### config.mk
export PLATFORM = sky130hd
export DESIGN_NAME = ps2_receiver
export DESIGN_NICKNAME = d
export VERILOG_FILES = /design/src/rtl/ps2_receiver.sv
export SDC_FILE = /design/constraint.sdc
export NUM_CORES = 1
export LEC_CHECK = 0
export ABC_AREA = 0
export CORE_UTILIZATION = 40
export DETAILED_ROUTE_END_ITERATION = 8
export HOLD_SLACK_MARGIN = 0.02
export MAX_ROUTING_LAYER = met4
export PLACE_DENSITY = 0.64
export SLEW_MARGIN = 20
export SYNTH_ARGS = -nofsm -noshare
export SYNTH_HDL_FRONTEND = slang
export SYNTH_SLANG_ARGS = --single-unit
### constraint.sdc
create_clock -name clk -period 4 [get_ports clk]
set_input_delay 0.4 -clock clk [delete_from_list [all_inputs] [get_ports clk]]
set_output_delay 0.4 -clock clk [all_outputs]
set_load 0.01 [all_outputs]
### src/rtl/ps2_receiver.sv
// PS/2 keyboard receiver: synchronizes and deglitches the raw lines, frames
// 11-bit packets, checks odd parity and stop bit, and aborts stalled frames.
module ps2_receiver #(
   parameter int unsigned SYNC_STAGES    = 2,
   parameter int unsigned FILTER_LEN     = 8,
   parameter int unsigned TIMEOUT_CYCLES = 50000
) (
   input  logic       clk,
   input  logic       rst,
   input  logic       ps2_clk,
   input  logic       ps2_data,
   output logic [7:0] data_out,
   output logic       valid,
   output logic       parity_err,
   output logic       frame_err,
   output logic       busy
);

   localparam int unsigned FCW = $clog2(FILTER_LEN + 1);
   localparam int unsigned TCW = $clog2(TIMEOUT_CYCLES + 1);
   localparam logic [FCW-1:0] FILT_LAST = FCW'(FILTER_LEN - 1);
   // Compared against the current count so the registered frame_err lands
   // TIMEOUT_CYCLES-1 cycles after the counter was cleared by the last edge.
   localparam logic [TCW-1:0] TO_LAST = TCW'(TIMEOUT_CYCLES - 2);

   typedef enum logic [1:0] {
      IDLE,
      DATA,
      PARITY,
      STOP
   } state_t;

   logic [SYNC_STAGES-1:0] clk_sync_q, clk_sync_d;
   logic [SYNC_STAGES-1:0] data_sync_q, data_sync_d;
   logic                   clk_s, data_s;

   logic                   filt_q, filt_d;
   logic [FCW-1:0]         filt_cnt_q, filt_cnt_d;
   logic                   fall_q, fall_d;

   state_t                 state_q, state_d;
   logic [2:0]             bit_cnt_q, bit_cnt_d;
   logic [7:0]             shift_q, shift_d;
   logic                   par_q, par_d;
   logic [TCW-1:0]         to_cnt_q, to_cnt_d;
   logic [7:0]             data_out_q, data_out_d;
   logic                   valid_q, valid_d;
   logic                   perr_q, perr_d;
   logic                   ferr_q, ferr_d;

   always_comb begin
      clk_sync_d  = {clk_sync_q[SYNC_STAGES-2:0], ps2_clk};
      data_sync_d = {data_sync_q[SYNC_STAGES-2:0], ps2_data};
      clk_s       = clk_sync_q[SYNC_STAGES-1];
      data_s      = data_sync_q[SYNC_STAGES-1];
   end

   // Filtered clock flips only after FILTER_LEN consecutive differing samples.
   always_comb begin
      filt_d     = filt_q;
      filt_cnt_d = '0;
      fall_d     = 1'b0;
      if (clk_s != filt_q) begin
         if (filt_cnt_q == FILT_LAST) begin
            filt_d = clk_s;
            fall_d = filt_q;
         end else begin
            filt_cnt_d = filt_cnt_q + 1'b1;
         end
      end
   end

   always_comb begin
      state_d    = state_q;
      bit_cnt_d  = bit_cnt_q;
      shift_d    = shift_q;
      par_d      = par_q;
      to_cnt_d   = to_cnt_q;
      data_out_d = data_out_q;
      valid_d    = 1'b0;
      perr_d     = 1'b0;
      ferr_d     = 1'b0;

      case (state_q)
         IDLE: begin
            to_cnt_d = '0;
            if (fall_q && !data_s) begin
               state_d   = DATA;
               bit_cnt_d = '0;
            end
         end
         DATA: begin
            if (fall_q) begin
               shift_d   = {data_s, shift_q[7:1]};
               bit_cnt_d = bit_cnt_q + 1'b1;
               if (bit_cnt_q == 3'd7) begin
                  state_d = PARITY;
               end
            end
         end
         PARITY: begin
            if (fall_q) begin
               par_d   = data_s;
               state_d = STOP;
            end
         end
         STOP: begin
            if (fall_q) begin
               state_d = IDLE;
               if (data_s) begin
                  data_out_d = shift_q;
                  valid_d    = 1'b1;
                  perr_d     = ~(^{shift_q, par_q});
               end else begin
                  ferr_d = 1'b1;
               end
            end
         end
         default: state_d = IDLE;
      endcase

      // An edge on the threshold cycle wins; the case above already handled it.
      if (state_q != IDLE) begin
         if (fall_q) begin
            to_cnt_d = '0;
         end else if (to_cnt_q == TO_LAST) begin
            state_d  = IDLE;
            ferr_d   = 1'b1;
            shift_d  = '0;
            to_cnt_d = '0;
         end else begin
            to_cnt_d = to_cnt_q + 1'b1;
         end
      end
   end

   always_ff @(posedge clk) begin
      if (rst) begin
         clk_sync_q  <= '1;
         data_sync_q <= '1;
         filt_q      <= 1'b1;
         filt_cnt_q  <= '0;
         fall_q      <= 1'b0;
         state_q     <= IDLE;
         bit_cnt_q   <= '0;
         shift_q     <= '0;
         par_q       <= 1'b0;
         to_cnt_q    <= '0;
         data_out_q  <= '0;
         valid_q     <= 1'b0;
         perr_q      <= 1'b0;
         ferr_q      <= 1'b0;
      end else begin
         clk_sync_q  <= clk_sync_d;
         data_sync_q <= data_sync_d;
         filt_q      <= filt_d;
         filt_cnt_q  <= filt_cnt_d;
         fall_q      <= fall_d;
         state_q     <= state_d;
         bit_cnt_q   <= bit_cnt_d;
         shift_q     <= shift_d;
         par_q       <= par_d;
         to_cnt_q    <= to_cnt_d;
         data_out_q  <= data_out_d;
         valid_q     <= valid_d;
         perr_q      <= perr_d;
         ferr_q      <= ferr_d;
      end
   end

   assign data_out   = data_out_q;
   assign valid      = valid_q;
   assign parity_err = perr_q;
   assign frame_err  = ferr_q;
   assign busy       = (state_q != IDLE);

endmodule

== Word-level counts from Yosys, hierarchy flattened ==
Cells that the tools add are included.

* Flip-flop bits (word level): 51
* Output and inout bits: 12
* Input bits: 4

* Add/sub/neg operators: 3
* Reductions and logical operators: 15
* Bitwise logic cells: 6
* Eq/ne operators: 9
* Multiplexer cells: 28

{| class="wikitable"
|+ Operators by type and width
! cell !! count
|-
| $mux W16 || 4
|-
| $mux W8 || 5
|-
| $add A16 B1 Y16 const B || 1
|-
| $eq A16 B16 Y1 const B || 1
|-
| $mux W2 || 8
|-
| $reduce_or A3 Y1 || 3
|-
| $reduce_xor A9 Y1 || 1
|-
| $pmux W2 S4 || 1
|-
| $mux W1 || 7
|-
| $mux W3 || 2
|-
| $not A1 Y1 || 6
|-
| $pmux W3 S2 || 1
|-
| $reduce_and A3 Y1 || 2
|-
| $reduce_bool A2 Y1 || 3
|-
| $add A4 B1 Y4 const B || 1
|-
| $eq A2 B2 Y1 const B || 2
|-
| $eq A4 B3 Y1 const B || 1
|-
| $ne A2 B2 Y1 const B || 2
|-
| $reduce_and A2 Y1 || 2
|-
| $reduce_or A4 Y1 || 1
|-
| $add A3 B1 Y3 const B || 1
|-
| $eq A3 B3 Y1 const B || 1
|-
| $eq A2 B1 Y1 const B || 1
|-
| $logic_not A2 Y1 || 1
|-
| 3 further kinds || 3
|}

== Longest topological paths before layout ==
Gate-level depths: netlist (run 1).

* Depth after elaboration: 7
* Gate-level depth with buffers: 8

== Worst setup path before layout (run 1) ==
OpenSTA, ideal clock, no wires.

* Path type: register to register
* Start: register to_cnt_q[5]
* End: register shift_q[0]
* Path buffers: 1
* Library setup time: 129 ps
* Stages on the path, launching flop included: 6
* Data arrival time: 1865 ps
* Data required time: 3871 ps
* Slack: 2006 ps
* Cell sequence: dfxtp_1 or4b_1 or4_1 buf_2 o31ai_4 nor2_1

* Cells in the longest elaborated chain, start to end: 4

{| class="wikitable"
|+ RTL lines
! item !! line !! RTL
|-
| start: declaration || 45 || <nowiki>logic [TCW-1:0] to_cnt_q, to_cnt_d;</nowiki>
|-
| start signal: assignment || 163 || <nowiki>to_cnt_q <= to_cnt_d;</nowiki>
|-
| $eq A16 B16 Y1 || 126 || <nowiki>end else if (to_cnt_q == TO_LAST) begin</nowiki>
|-
| $mux W8 || 126 ||
|-
| $mux W8 || 124 || <nowiki>if (fall_q) begin</nowiki>
|-
| $mux W8 || 123 || <nowiki>if (state_q != IDLE) begin</nowiki>
|-
| end signal: assignment || 161 || <nowiki>shift_q <= shift_d;</nowiki>
|-
| end: declaration || 43 || <nowiki>logic [7:0] shift_q, shift_d;</nowiki>
|}

Every way passes these cells.
A chain may end at the register's enable or synchronous reset.

== Worst setup path after layout (run 1) ==
* Start: register to_cnt_q[5]
* End: register shift_q[3]

Same word-level chain as after synthesis.

==> results of run 1 <==
==> placed cells by master, fill, tap and decap left out, types with 9 or more instances in the layout <==
cell type	count
sky130_fd_sc_hd__a21oi_1	16
sky130_fd_sc_hd__clkdlybuf4s50_1	15
sky130_fd_sc_hd__dfxtp_1	51
sky130_fd_sc_hd__inv_1	9
sky130_fd_sc_hd__mux2i_1	9
sky130_fd_sc_hd__nand2_1	27
sky130_fd_sc_hd__nand3_1	9
sky130_fd_sc_hd__nor2_1	34
sky130_fd_sc_hd__xnor2_1	16
==> cell usage after synthesis, types with 2 or more instances <==
| cell | number |
|---|---|
| sky130_fd_sc_hd__nand3b_1 | 2 |
| sky130_fd_sc_hd__nand4_1 | 2 |
| sky130_fd_sc_hd__nor4_1 | 3 |
| sky130_fd_sc_hd__a21oi_1 | 16 |
| sky130_fd_sc_hd__nand3_1 | 9 |
| sky130_fd_sc_hd__buf_4 | 2 |
| sky130_fd_sc_hd__nand2_1 | 27 |
| sky130_fd_sc_hd__nand4b_1 | 2 |
| sky130_fd_sc_hd__nor3_1 | 4 |
| sky130_fd_sc_hd__clkbuf_1 | 5 |
| sky130_fd_sc_hd__or3_1 | 4 |
| sky130_fd_sc_hd__nor2_1 | 34 |
| sky130_fd_sc_hd__or2_2 | 4 |
| sky130_fd_sc_hd__and3_1 | 3 |
| sky130_fd_sc_hd__mux2i_1 | 9 |
| sky130_fd_sc_hd__o21ai_0 | 2 |
| sky130_fd_sc_hd__inv_1 | 9 |
| sky130_fd_sc_hd__xor2_1 | 4 |
| sky130_fd_sc_hd__nor4b_1 | 2 |
| sky130_fd_sc_hd__dfxtp_1 | 51 |
| sky130_fd_sc_hd__or4_1 | 3 |
| sky130_fd_sc_hd__o211ai_1 | 2 |
| sky130_fd_sc_hd__ha_1 | 5 |
| sky130_fd_sc_hd__xnor2_1 | 16 |
==> logic make-up after synthesis <==
logic type / Yosys count / synth area share [%]
buf+inv: 18 / 3.637
flops: 51 / 48.66
compound gates: 25 / 7.514
fa+ha+maj: 5 / 2.982
simple gates: 102 / 23.49
mux: 9 / 4.294
xor+xnor: 21 / 9.421
==> cell type report <==
cell class              count  area, sq um  area share [%]
inverters                   9        33.78           1.423
multi-input cells         162         1001           42.17
well taps                  67        83.83           3.532
clock buffers               5        68.82           2.899
flip-flops and latches     51         1021           43.02
clock inverters             3        15.01          0.6326
repair buffers             15        150.1           6.326
==> how the worst max path moves through the flow <==
| stage | from | to | slack, ns | cells past startpoint |
|---|---|---|---|---|
| finish | to_cnt_q[5] | shift_q[3] | 1.78 | 4 |
| global placement | rst | to_cnt_q[15] | 1.71 | 4 |
| floorplan | to_cnt_q[5] | shift_q[0] | 2.01 | 5 |
| global route | to_cnt_q[5] | shift_q[1] | 1.65 | 4 |
| detailed placement | rst | to_cnt_q[15] | 1.63 | 4 |
| CTS | to_cnt_q[5] | shift_q[3] | 1.76 | 4 |
==> per-layer routing <==
layer / up-vias / global-route usage [%] / routed length [microns]
li1: 805 / - / -
met1: 710 / 18.78 / 1870
met2: 26 / 23.52 / 1516
met3: 7 / 5.285 / 136
met4: 0 / 6.289 / 61
met5: - / - / 0
==> sequential cells by signal, indices dropped and copies added (netlist names) <==
name and cells:
bit_cnt_q 3, state_q 2, filt_cnt_q 4, shift_q 8, filt_q 1, valid 1
clk_sync_q 2, fall_q 1, par_q 1, to_cnt_q 16, frame_err 1, parity_err 1
data_out 8, data_sync_q 2
==> power by group through the flow <==
stage / clock (mW) / combinational, mW / sequential [mW]
floorplan: 0 / 0.00785 / 0.522
global placement: 0 / 0.0122 / 0.523
detailed placement: 0 / 0.0122 / 0.523
CTS: 0.298 / 0.0122 / 0.511
global route: 0.319 / 0.0133 / 0.511
finish: 0.286 / 0.0121 / 0.511
==> metrics by stage <==
stage               power (mW)  utilization [%]
CTS                     0.8208            48.64
floorplan               0.5301                -
global route            0.8437            48.64
finish                  0.8090            48.64
detailed placement      0.5348            46.92
global placement        0.5347            46.92
==> worst reg2reg max path: stages, from the launching register on <==
cell and delay (ns):
sky130_fd_sc_hd__dfxtp_1 0.35, sky130_fd_sc_hd__or4b_1 0.52, sky130_fd_sc_hd__or4_1 0.65, sky130_fd_sc_hd__o31ai_4 0.49, sky130_fd_sc_hd__nor2_1 0.10
==> qor.tcl, run 1 <==
set qor(outcome) {finished, final reports clean}
set qor(syn_nets) 240
set qor(synth_area_per_cell_sq_um) 9.083
set qor(critical_path.n_buffers_inverters) 0
set qor(cpLargestDelayFamily) {simple AND/OR/NAND/NOR gates}
set qor(ys_seq_elements) 51
set qor(gp_congestion) 0.8034
set qor(cts-hold-fix-buffers) 0
set qor(post-route-cell-area_sq_um) 2374
set qor(area_delta_synth_final_pct) 13.12
set qor(start_util_pct) 43.00
set qor(groute.usage.overall_pct) 15.50
set qor(area_fraction_of_the_dominant_cell_type_after_synthesis_pct) 48.66
set qor(cts_num_sinks) 51
set qor(async_sr_flop_fraction_pct) 0
set qor(root_buffer) {sky130_fd_sc_hd__clkbuf_8}
set qor(synth_edf_count) 0
set qor(number_of_global_route_vias_before_repair) 1445
set qor(global_route_wire_length_before_repair_microns) 6203
set qor(final-max-slew-violation-count) 0
set qor(worstPathRequired_ns) 4.19
set qor(dp_slack_ns) 1.630
set qor(r2r_setup_slack_ns) 1.78
set qor(routedWlPerCell_microns) 11.49
set qor(cts_made_buffers) 5
set qor(hold-path-cell-count) 1
set qor(timing.reg2reg.worst_path_depth) 4
set qor(timing_worst_slew_pin_value_ns) 0.8758
set qor(worst_path_largest_cell_delay_ns) 0.65
set qor(synth_top_area_cell) {sky130_fd_sc_hd__dfxtp_1}
set qor(critical_path_arrival_ns) 2.40
set qor(worstReg2RegEnd) {shift_q[3]}
set qor(cp_cell_sequence) {or4b_1 > or4_1 > o31ai_4 > nor2_1}
set qor(design.portCount) 16
set qor(most_common_flop_cell_mapped_by_yosys) {sky130_fd_sc_hd__dfxtp_1}
set qor(worst_path_max_delay_cell) {sky130_fd_sc_hd__or4_1}
set qor(finalHoldViolations) 0
set qor(post_cts.resized_instances) 0
set qor(setup_violations) 0
set qor(place_hpwl_microns) 2415
set qor(irDropWorstVdd_mv) 0.1619
set qor(final.hold.worst_slack_ns) 0.4132
set qor(min_from) {clk_sync_q[0]}
set qor(cts_max_level) 2
set qor(pwr-share-seq_pct) 63.1
set qor(finalNonFillerCells) 312
set qor(layout_min_cycle_time_ns) 2.218
set qor(place_area_sq_um) 2290
set qor(insertion_delay_ns) 0.30
set qor(distinct_cell_type_count_after_synthesis) 35
set qor(worstPathMaxFanout) 9
set qor(power.switching_mw) 0.1746
set qor(drc) 0
set qor(post-cts-setup-buffers) 0
set qor(powerDensity_nw_per_um2) 340.8
set qor(floorplan.die.height_microns) 74.43
set qor(postSynthCellCount) 231
set qor(yosys_warnings) 0
set qor(timing.fmax_mhz) 450.9
set qor(initial_antenna_violation_count) 0
set qor(critPathLaunchType) {flop}
set qor(timing.rr.start) {to_cnt_q[5]}
set qor(layout.nets) 253
set qor(worstHoldEndpoint) {clk_sync_q[1]}
set qor(sw_frac_of_total_pct) 21.58
set qor(fillers) 506
set qor(clk_path_buf_depth) 2
set qor(grt_max_degree) 26
set qor(drive_gt1_share_pct) 5.714
set qor(skew_ns) 0.001844
set qor(mapped_cell_area_sq_um) 2098
set qor(die_area_sq_um) 5539
set qor(grt-ovfl-total) 0
set qor(row_count) 25
set qor(placedCellCount) 304
set qor(firstDrtPassIters) 4
set qor(routed_wire_length_microns) 3584
set qor(max-slew-margin-rel_pct) 41.43
set qor(setup_total_negative_slack_ns) 0
set qor(avgViaCountPerCell) 4.962
set qor(setup_crit_path_kind) {reg2reg}
set qor(layout_worst_path_cycle_share_pct) 55.44
set qor(chipWidth_microns) 74.43
set qor(clock_power_share_pct) 35.4
set qor(worst_slack_ns) 1.782
set qor(coreArea_sq_um) 4880
set qor(insertedDiodeCount) 0
set qor(p_comb_share_pct) 1.5
set qor(num_vias) 1548
set qor(numPortBuffers) 15
set qor(route.antenna.remaining_nets) 0
set qor(synth_top_cells_by_area) {sky130_fd_sc_hd__dfxtp_1 (49%), sky130_fd_sc_hd__xnor2_1 (6.7%), sky130_fd_sc_hd__nor2_1 (6.1%)}
set qor(intPower_mw) 0.6344
set qor(synth.yosys.seq_area_share_pct) 48.66
set qor(cts_tree) {done}
set qor(detail_route.iter0.violations) 70
set qor(rsz0062_at_grt) {no}
set qor(max_cap_violations) 0
set qor(p_leak_nw) 0.8753
set qor(clkSlewWorstSetupHoldPaths_ns) 0.09
set qor(holdCritPathClass) {reg2reg}
set qor(crit_path_end_kind) {flop}
(Power assumes the default switching activity.)
==> inputs of run 2 (changes only) <==
==> constraint.sdc (replaced) <==
create_clock -name clk -period 2.3 [get_ports clk]
set_input_delay 0.23 -clock clk [delete_from_list [all_inputs] [get_ports clk]]
set_output_delay 0.23 -clock clk [all_outputs]
set_load 0.01 [all_outputs]
==> run 2 against run 1 <==
Effect of this change:
- sequential share of layout area decreased by 1.2 points
- design area increased by 2.8%
- combinational power increased by 83%
- flip-flop and latch count unchanged
- critical path depth unchanged
- global-route usage increased by 0.083 points
- clock power increased to 2.6 times the previous value
- critical path type unchanged
- total power increased by 100%
- via count decreased by 1.4%
- critical endpoint is now state_q[0]
==> qor.tcl, run 2 (same netlist as run 1, synthesis figures left out) <==
set qor(powerDensity_nw_per_um2) 672.2 ;# +97%
set qor(worst_path_max_delay_cell) {sky130_fd_sc_hd__or4_1}
set qor(avgViaCountPerCell) 4.860 ;# -2.0%
set qor(root_buffer) {sky130_fd_sc_hd__clkbuf_8}
set qor(layout.cells.most_common) {sky130_fd_sc_hd__dfxtp_1}
set qor(setup_total_negative_slack_ns) 0 ;# unchanged
set qor(timing_worst_slew_pin_value_ns) 0.6051 ;# -0.2707 ns
set qor(rsz0062_at_grt) {no}
set qor(start_util_pct) 43.00 ;# unchanged
set qor(layout.nets) 255 ;# +0.79%
set qor(placedCellCount) 306 ;# +0.66%
set qor(place_hpwl_microns) 2531 ;# +4.8%
set qor(critical_path.n_buffers_inverters) 0 ;# unchanged
set qor(coreArea_sq_um) 4880 ;# unchanged
set qor(routed_wire_length_microns) 3675 ;# +2.5%
set qor(setup_violations) 0 ;# unchanged
set qor(cts_tree) {done}
set qor(route.antenna.remaining_nets) 0 ;# unchanged
set qor(chipWidth_microns) 74.43 ;# unchanged
set qor(timing.fmax_mhz) 468.0 ;# +3.8%
set qor(final.hold.worst_slack_ns) 0.4143 ;# +0.001067 ns
set qor(worst_path_largest_cell_delay_ns) 0.64 ;# about the same
set qor(routedWlPerCell_microns) 11.70 ;# +1.9%
set qor(max_cap_violations) 0 ;# unchanged
set qor(fillers) 501 ;# -0.99%
set qor(global_route_wire_length_before_repair_microns) 6279 ;# +1.2%
set qor(design.portCount) 16 ;# unchanged
set qor(clkSlewWorstSetupHoldPaths_ns) 0.09 ;# about the same
set qor(initial_antenna_violation_count) 0 ;# unchanged
set qor(cpLargestDelayFamily) {simple AND/OR/NAND/NOR gates}
set qor(critical_path_arrival_ns) 2.33 ;# -0.07 ns
set qor(drive_gt1_share_pct) 6.478 ;# +0.76 points
set qor(worstPathRequired_ns) 2.49 ;# -1.70 ns
set qor(skew_ns) 0.004344 ;# +0.002500 ns
set qor(cp_cell_sequence) {or4b_1 > or4_1 > o31ai_4 > nor2_1}
set qor(number_of_global_route_vias_before_repair) 1339 ;# -7.3%
set qor(worstPathMaxFanout) 9 ;# unchanged
set qor(finalHoldViolations) 0 ;# unchanged
set qor(cts_num_sinks) 51 ;# unchanged
set qor(final-max-slew-violation-count) 0 ;# unchanged
set qor(die_area_sq_um) 5539 ;# unchanged
set qor(layout_min_cycle_time_ns) 2.137 ;# -0.08114 ns
set qor(layout.cells.most_common_list) {sky130_fd_sc_hd__dfxtp_1 (51), sky130_fd_sc_hd__nor2_1 (34), sky130_fd_sc_hd__nand2_1 (27)}
set qor(clk_path_buf_depth) 2 ;# unchanged
set qor(layout_worst_path_cycle_share_pct) 92.90 ;# +37 points
set qor(p_leak_nw) 0.9010 ;# +2.9%
set qor(final_core_utilization_pct) 50.03 ;# +1.4 points
set qor(outcome) {finished, final reports clean}
set qor(num_vias) 1526 ;# -1.4%
set qor(detail_route.iter0.violations) 69 ;# -1.4%
set qor(post-cts-setup-buffers) 0 ;# unchanged
set qor(row_count) 25 ;# unchanged
set qor(drc) 0 ;# unchanged
set qor(cts-hold-fix-buffers) 0 ;# unchanged
set qor(area_delta_synth_final_pct) 16.34
set qor(insertion_delay_ns) 0.31 ;# about the same
set qor(largest_register_ff_count) 16 ;# unchanged
set qor(groute.usage.overall_pct) 15.58 ;# +0.083 points
set qor(floorplan.die.height_microns) 74.43 ;# unchanged
set qor(grt-ovfl-total) 0 ;# unchanged
set qor(setup_crit_path_kind) {reg2reg}
set qor(grt_max_degree) 25 ;# -3.8%
set qor(post_cts.resized_instances) 0 ;# unchanged
set qor(finalNonFillerCells) 314 ;# +0.64%
set qor(irDropWorstVdd_mv) 0.5848 ;# +260%
set qor(numPortBuffers) 15 ;# unchanged
set qor(critPathLaunchType) {flop}
set qor(crit_path_end_kind) {flop}
set qor(biggest_register) {to_cnt_q}
set qor(holdCritPathClass) {reg2reg}
set qor(cts_max_level) 2 ;# unchanged
set qor(firstDrtPassIters) 4 ;# unchanged
set qor(max-slew-margin-rel_pct) 59.54 ;# +18 points
set qor(gp_congestion) 0.8036 ;# about the same
set qor(insertedDiodeCount) 0 ;# unchanged
set qor(cts_made_buffers) 5 ;# unchanged
==> run 2: changes by cell type in the layout (fill, tap and decap cells not counted), sizes merged <==
cell,delta
bufinv,+2
clkinv,-3
clkinvlp,+1
buf,+2
==> run 2: through the flow <==
| step | power, mW | cell area (sq um) | setup slack [ns] |
|---|---|---|---|
| after floorplan | 0.9219 | 2098 | 0.3059 |
| after global placement | 0.9313 | 2305 | 0.1493 |
| after detailed placement | 0.9315 | 2305 | 0.1140 |
| after CTS | 1.669 | 2441 | 0.09808 |
| after global routing | 1.701 | 2441 | 0.02704 |
| final | 1.641 | 2441 | 0.1634 |
==> run 2: final timing paths <==
kind | start | endpoint | slack (ns) | cells past startpoint
worst min register to register | clk_sync_q[0] | clk_sync_q[1] | 0.41 | 1
worst min-delay path | clk_sync_q[0] | clk_sync_q[1] | 0.41 | 1
worst max-delay path | to_cnt_q[5] | state_q[0] | 0.16 | 4
worst max register to register | to_cnt_q[5] | state_q[0] | 0.16 | 4
==> run 2: layout make-up <==
cell class | count | area (sq um) | area share [%]
clock inverters | 3 | 67.56 | 2.768
clock buffers | 5 | 68.82 | 2.819
multi-input cells | 162 | 1001 | 41.00
repair buffers | 17 | 165.2 | 6.766
well taps | 67 | 83.83 | 3.434
inverters | 9 | 33.78 | 1.384
flip-flops and latches | 51 | 1021 | 41.82
==> run 2: power by group <==
part / leakage [nW] / switching [mW] / internal [mW] / total [mW]
Sequential: 0.412 / 0.00226 / 0.886 / 0.888
Combinational: 0.425 / 0.0122 / 0.00985 / 0.0221
Clock: 0.0644 / 0.297 / 0.433 / 0.731
==> run 2: worst reg2reg max path, delay by kind of cell (launching register included) <==
family	cells	cell delay (ns)
and+or+nand+nor	3	1.26
DFF	1	0.35
AOI/OAI and AO/OA	1	0.42
==> run 2: metal layers <==
layer  global-route usage [%]  wire length [microns]  up-vias
met2                    22.02                   1535       21
met1                    20.52                   1952      692
li1                         -                      -      809
met5                        -                      0        -
met3                    5.285                    140        4
met4                    5.660                     46        0
==> inputs of run 3 (changes only) <==
--- a/config.mk
+++ b/config.mk
@@ -6,6 +6,9 @@
 export NUM_CORES = 1
 export LEC_CHECK = 0
 export ABC_AREA = 0
+export ABC_CLOCK_PERIOD_IN_PS = 2300
+export CORE_ASPECT_RATIO = 1.5
+export CORE_MARGIN = 4
 export CORE_UTILIZATION = 40
 export DETAILED_ROUTE_END_ITERATION = 8
 export HOLD_SLACK_MARGIN = 0.02
==> run 3 against run 2 <==
Effect of this change:
- die area rose by 17%
- critical path type unchanged
- core utilization is 3.1 points lower
- sequential share of layout area rose by 0.63 points
- clock skew grew 0.0041 ns
- design area is 1.5% lower
- register-to-register slack gained 0.02 ns
- critical path depth did not move
- global-route usage decreased by 2.3 points
==> qor.tcl, run 3 (same netlist as run 1, synthesis figures left out) <==
set qor(setup_violations) 0 ;# unchanged
set qor(layout_worst_path_cycle_share_pct) 91.87 ;# -1.0 points
set qor(worst_path_largest_cell_delay_ns) 0.64 ;# about the same
set qor(final-max-slew-violation-count) 0 ;# unchanged
set qor(cp_cell_sequence) {or4b_1 > or4_1 > o31ai_4 > nor2_1}
set qor(num_vias) 1559 ;# +2.2%
set qor(multi_input_comb_area_sq_um) 1001 ;# unchanged
set qor(initial_antenna_violation_count) 0 ;# unchanged
set qor(r2r_setup_slack_ns) 0.19 ;# +0.02 ns
set qor(number_of_global_route_vias_before_repair) 1522 ;# +14%
set qor(pwr-share-seq_pct) 61.3 ;# +7.2 points
set qor(chipWidth_microns) 67.14 ;# -9.8%
set qor(post_cts.resized_instances) 0 ;# unchanged
set qor(routed_wire_length_microns) 3738 ;# +1.7%
set qor(worst_path_max_delay_cell) {sky130_fd_sc_hd__or4_1}
set qor(setup_crit_path_kind) {reg2reg}
set qor(post-route-cell-area_sq_um) 2405 ;# -1.5%
set qor(largest_register_ff_count) 16 ;# unchanged
set qor(hold-path-cell-count) 1 ;# unchanged
set qor(cts_made_buffers) 5 ;# unchanged
set qor(layout.nets) 255 ;# unchanged
set qor(critical_path_arrival_ns) 2.30 ;# -0.03 ns
set qor(cpLargestDelayFamily) {simple AND/OR/NAND/NOR gates}
set qor(powerDensity_nw_per_um2) 602.7 ;# -10%
set qor(sequential_cell_area_sq_um) 1021 ;# unchanged
set qor(outcome) {finished, final reports clean}
set qor(route.antenna.remaining_nets) 0 ;# unchanged
set qor(power.switching_mw) 0.3079 ;# -1.2%
set qor(place_hpwl_microns) 2653 ;# +4.8%
set qor(cts_num_sinks) 51 ;# unchanged
set qor(timing.reg2reg.worst_path_depth) 4 ;# unchanged
set qor(intPower_mw) 1.142 ;# -14%
set qor(insertedDiodeCount) 0 ;# unchanged
set qor(fillers) 547 ;# +9.2%
set qor(rsz0062_at_grt) {no}
set qor(critPathLaunchType) {flop}
set qor(root_buffer) {sky130_fd_sc_hd__clkbuf_8}
set qor(clkSlewWorstSetupHoldPaths_ns) 0.09 ;# about the same
set qor(max_cap_violations) 0 ;# unchanged
set qor(coreArea_sq_um) 5125 ;# +5.0%
set qor(firstDrtPassIters) 4 ;# unchanged
set qor(groute.usage.overall_pct) 13.27 ;# -2.3 points
set qor(p_leak_nw) 0.8840 ;# -1.9%
set qor(layout.cells.most_common_list) {sky130_fd_sc_hd__dfxtp_1 (51), sky130_fd_sc_hd__nor2_1 (34), sky130_fd_sc_hd__nand2_1 (27)}
set qor(critical_path.n_buffers_inverters) 0 ;# unchanged
set qor(routedWlPerCell_microns) 11.87 ;# +1.4%
set qor(grt-ovfl-total) 0 ;# unchanged
set qor(max-slew-margin-rel_pct) 61.06 ;# +1.5 points
set qor(place_area_sq_um) 2306 ;# about the same
set qor(worstPathMaxFanout) 9 ;# unchanged
set qor(drive_gt1_share_pct) 6.478 ;# unchanged
set qor(global_route_wire_length_before_repair_microns) 6555 ;# +4.4%
set qor(holdCritPathClass) {reg2reg}
set qor(clk_path_buf_depth) 2 ;# unchanged
set qor(worstReg2RegEnd) {state_q[0]}
set qor(finalHoldViolations) 0 ;# unchanged
set qor(timing.rr.start) {to_cnt_q[5]}
set qor(p_comb_share_pct) 1.5 ;# +0.2 points
set qor(layout.cells.most_common) {sky130_fd_sc_hd__dfxtp_1}
set qor(gp_congestion) 0.8973 ;# +12%
set qor(cts_tree) {done}
set qor(floorplan.die.height_microns) 96.71 ;# +30%
set qor(biggest_register) {to_cnt_q}
set qor(start_util_pct) 40.94 ;# -2.1 points
set qor(row_count) 32 ;# +28%
set qor(sw_frac_of_total_pct) 21.25 ;# +2.2 points
set qor(irDropWorstVdd_mv) 0.4286 ;# -27%
set qor(worstHoldEndpoint) {clk_sync_q[1]}
set qor(insertion_delay_ns) 0.31 ;# about the same
set qor(timing_worst_slew_pin_value_ns) 0.5823 ;# -0.02276 ns
set qor(die_area_sq_um) 6492 ;# +17%
set qor(grt_max_degree) 25 ;# unchanged
set qor(drc) 0 ;# unchanged
set qor(min_from) {clk_sync_q[0]}
set qor(detail_route.iter0.violations) 35 ;# -49%
set qor(setup_total_negative_slack_ns) 0 ;# unchanged
set qor(clock_power_share_pct) 37.2 ;# -7.3 points
set qor(avgViaCountPerCell) 4.949 ;# +1.8%
set qor(numPortBuffers) 15 ;# unchanged
set qor(final.hold.worst_slack_ns) 0.4167 ;# +0.002497 ns
set qor(worstPathRequired_ns) 2.48 ;# about the same
set qor(design.portCount) 16 ;# unchanged
set qor(cts_max_level) 2 ;# unchanged
set qor(crit_path_end_kind) {flop}
set qor(skew_ns) 0.008489 ;# +0.004145 ns
set qor(timing.fmax_mhz) 473.3 ;# +1.1%
set qor(area_delta_synth_final_pct) 14.61
set qor(critical_path_depth) 4 ;# unchanged
set qor(layout_min_cycle_time_ns) 2.113 ;# -0.02373 ns
==> run 3: cell count changes in the layout (fill, tap and decap cells not counted) <==
cell / before / now
sky130_fd_sc_hd__bufinv_16: 2 / 0
sky130_fd_sc_hd__clkbuf_8: 5 / 6
sky130_fd_sc_hd__clkinv_4: 0 / 1
==> run 3: worst max-delay path by stage <==
stage / start / to / slack (ns)
6_report: to_cnt_q[5] / state_q[0] / 0.19
5_1_grt: to_cnt_q[5] / shift_q[2] / 0.04
4_1_cts: to_cnt_q[5] / state_q[0] / 0.13
3_5_place_dp: to_cnt_q[5] / shift_q[2] / 0.14
3_3_place_gp: to_cnt_q[5] / shift_q[5] / 0.18
2_1_floorplan: to_cnt_q[5] / shift_q[0] / 0.31
==> run 3: routing by layer <==
metal  global-route usage, %  vias up  share of wire (%)
met1                   14.98      719                 43
met3                   3.484        8                3.2
met2                   21.67       23                 52
met4                   5.469        0                2.0
met5                       -        -                  0
li1                        -      809                  -
==> run 3: per-stage QoR <==
stage / total power [mW] / util, % / setup WS [ns] / instances
global route: 1.511 / 46.92 / 0.03769 / 315
CTS: 1.472 / 46.92 / 0.1344 / 315
finish: 1.449 / 46.92 / 0.1871 / 315
floorplan: 0.9219 / - / 0.3059 / 231
global placement: 0.9315 / 45.00 / 0.1836 / 307
detailed placement: 0.9318 / 45.00 / 0.1443 / 307
==> run 3: timing repair <==
action | CTS | global route
setup endpoints to repair | 0 | 1
setup buffers | 0 | 0
hold buffers | 0 | 0
==> run 3: power by group through the flow <==
stage / registers (mW) / clock network, mW / logic (mW)
floorplan: 0.908 / 0 / 0.0136
global placement: 0.909 / 0 / 0.0227
detailed placement: 0.909 / 0 / 0.0229
CTS: 0.888 / 0.560 / 0.0230
global route: 0.889 / 0.597 / 0.0248
finish: 0.888 / 0.539 / 0.0221
==> run 3: cell type report <==
type,instances,area share (%)
multi-input combinational,162,41.62
sequential,51,42.46
clock buffer,6,3.434
inverter,9,1.405
tap,68,3.538
clock inverter,2,0.6764
timing repair buffer,17,6.868
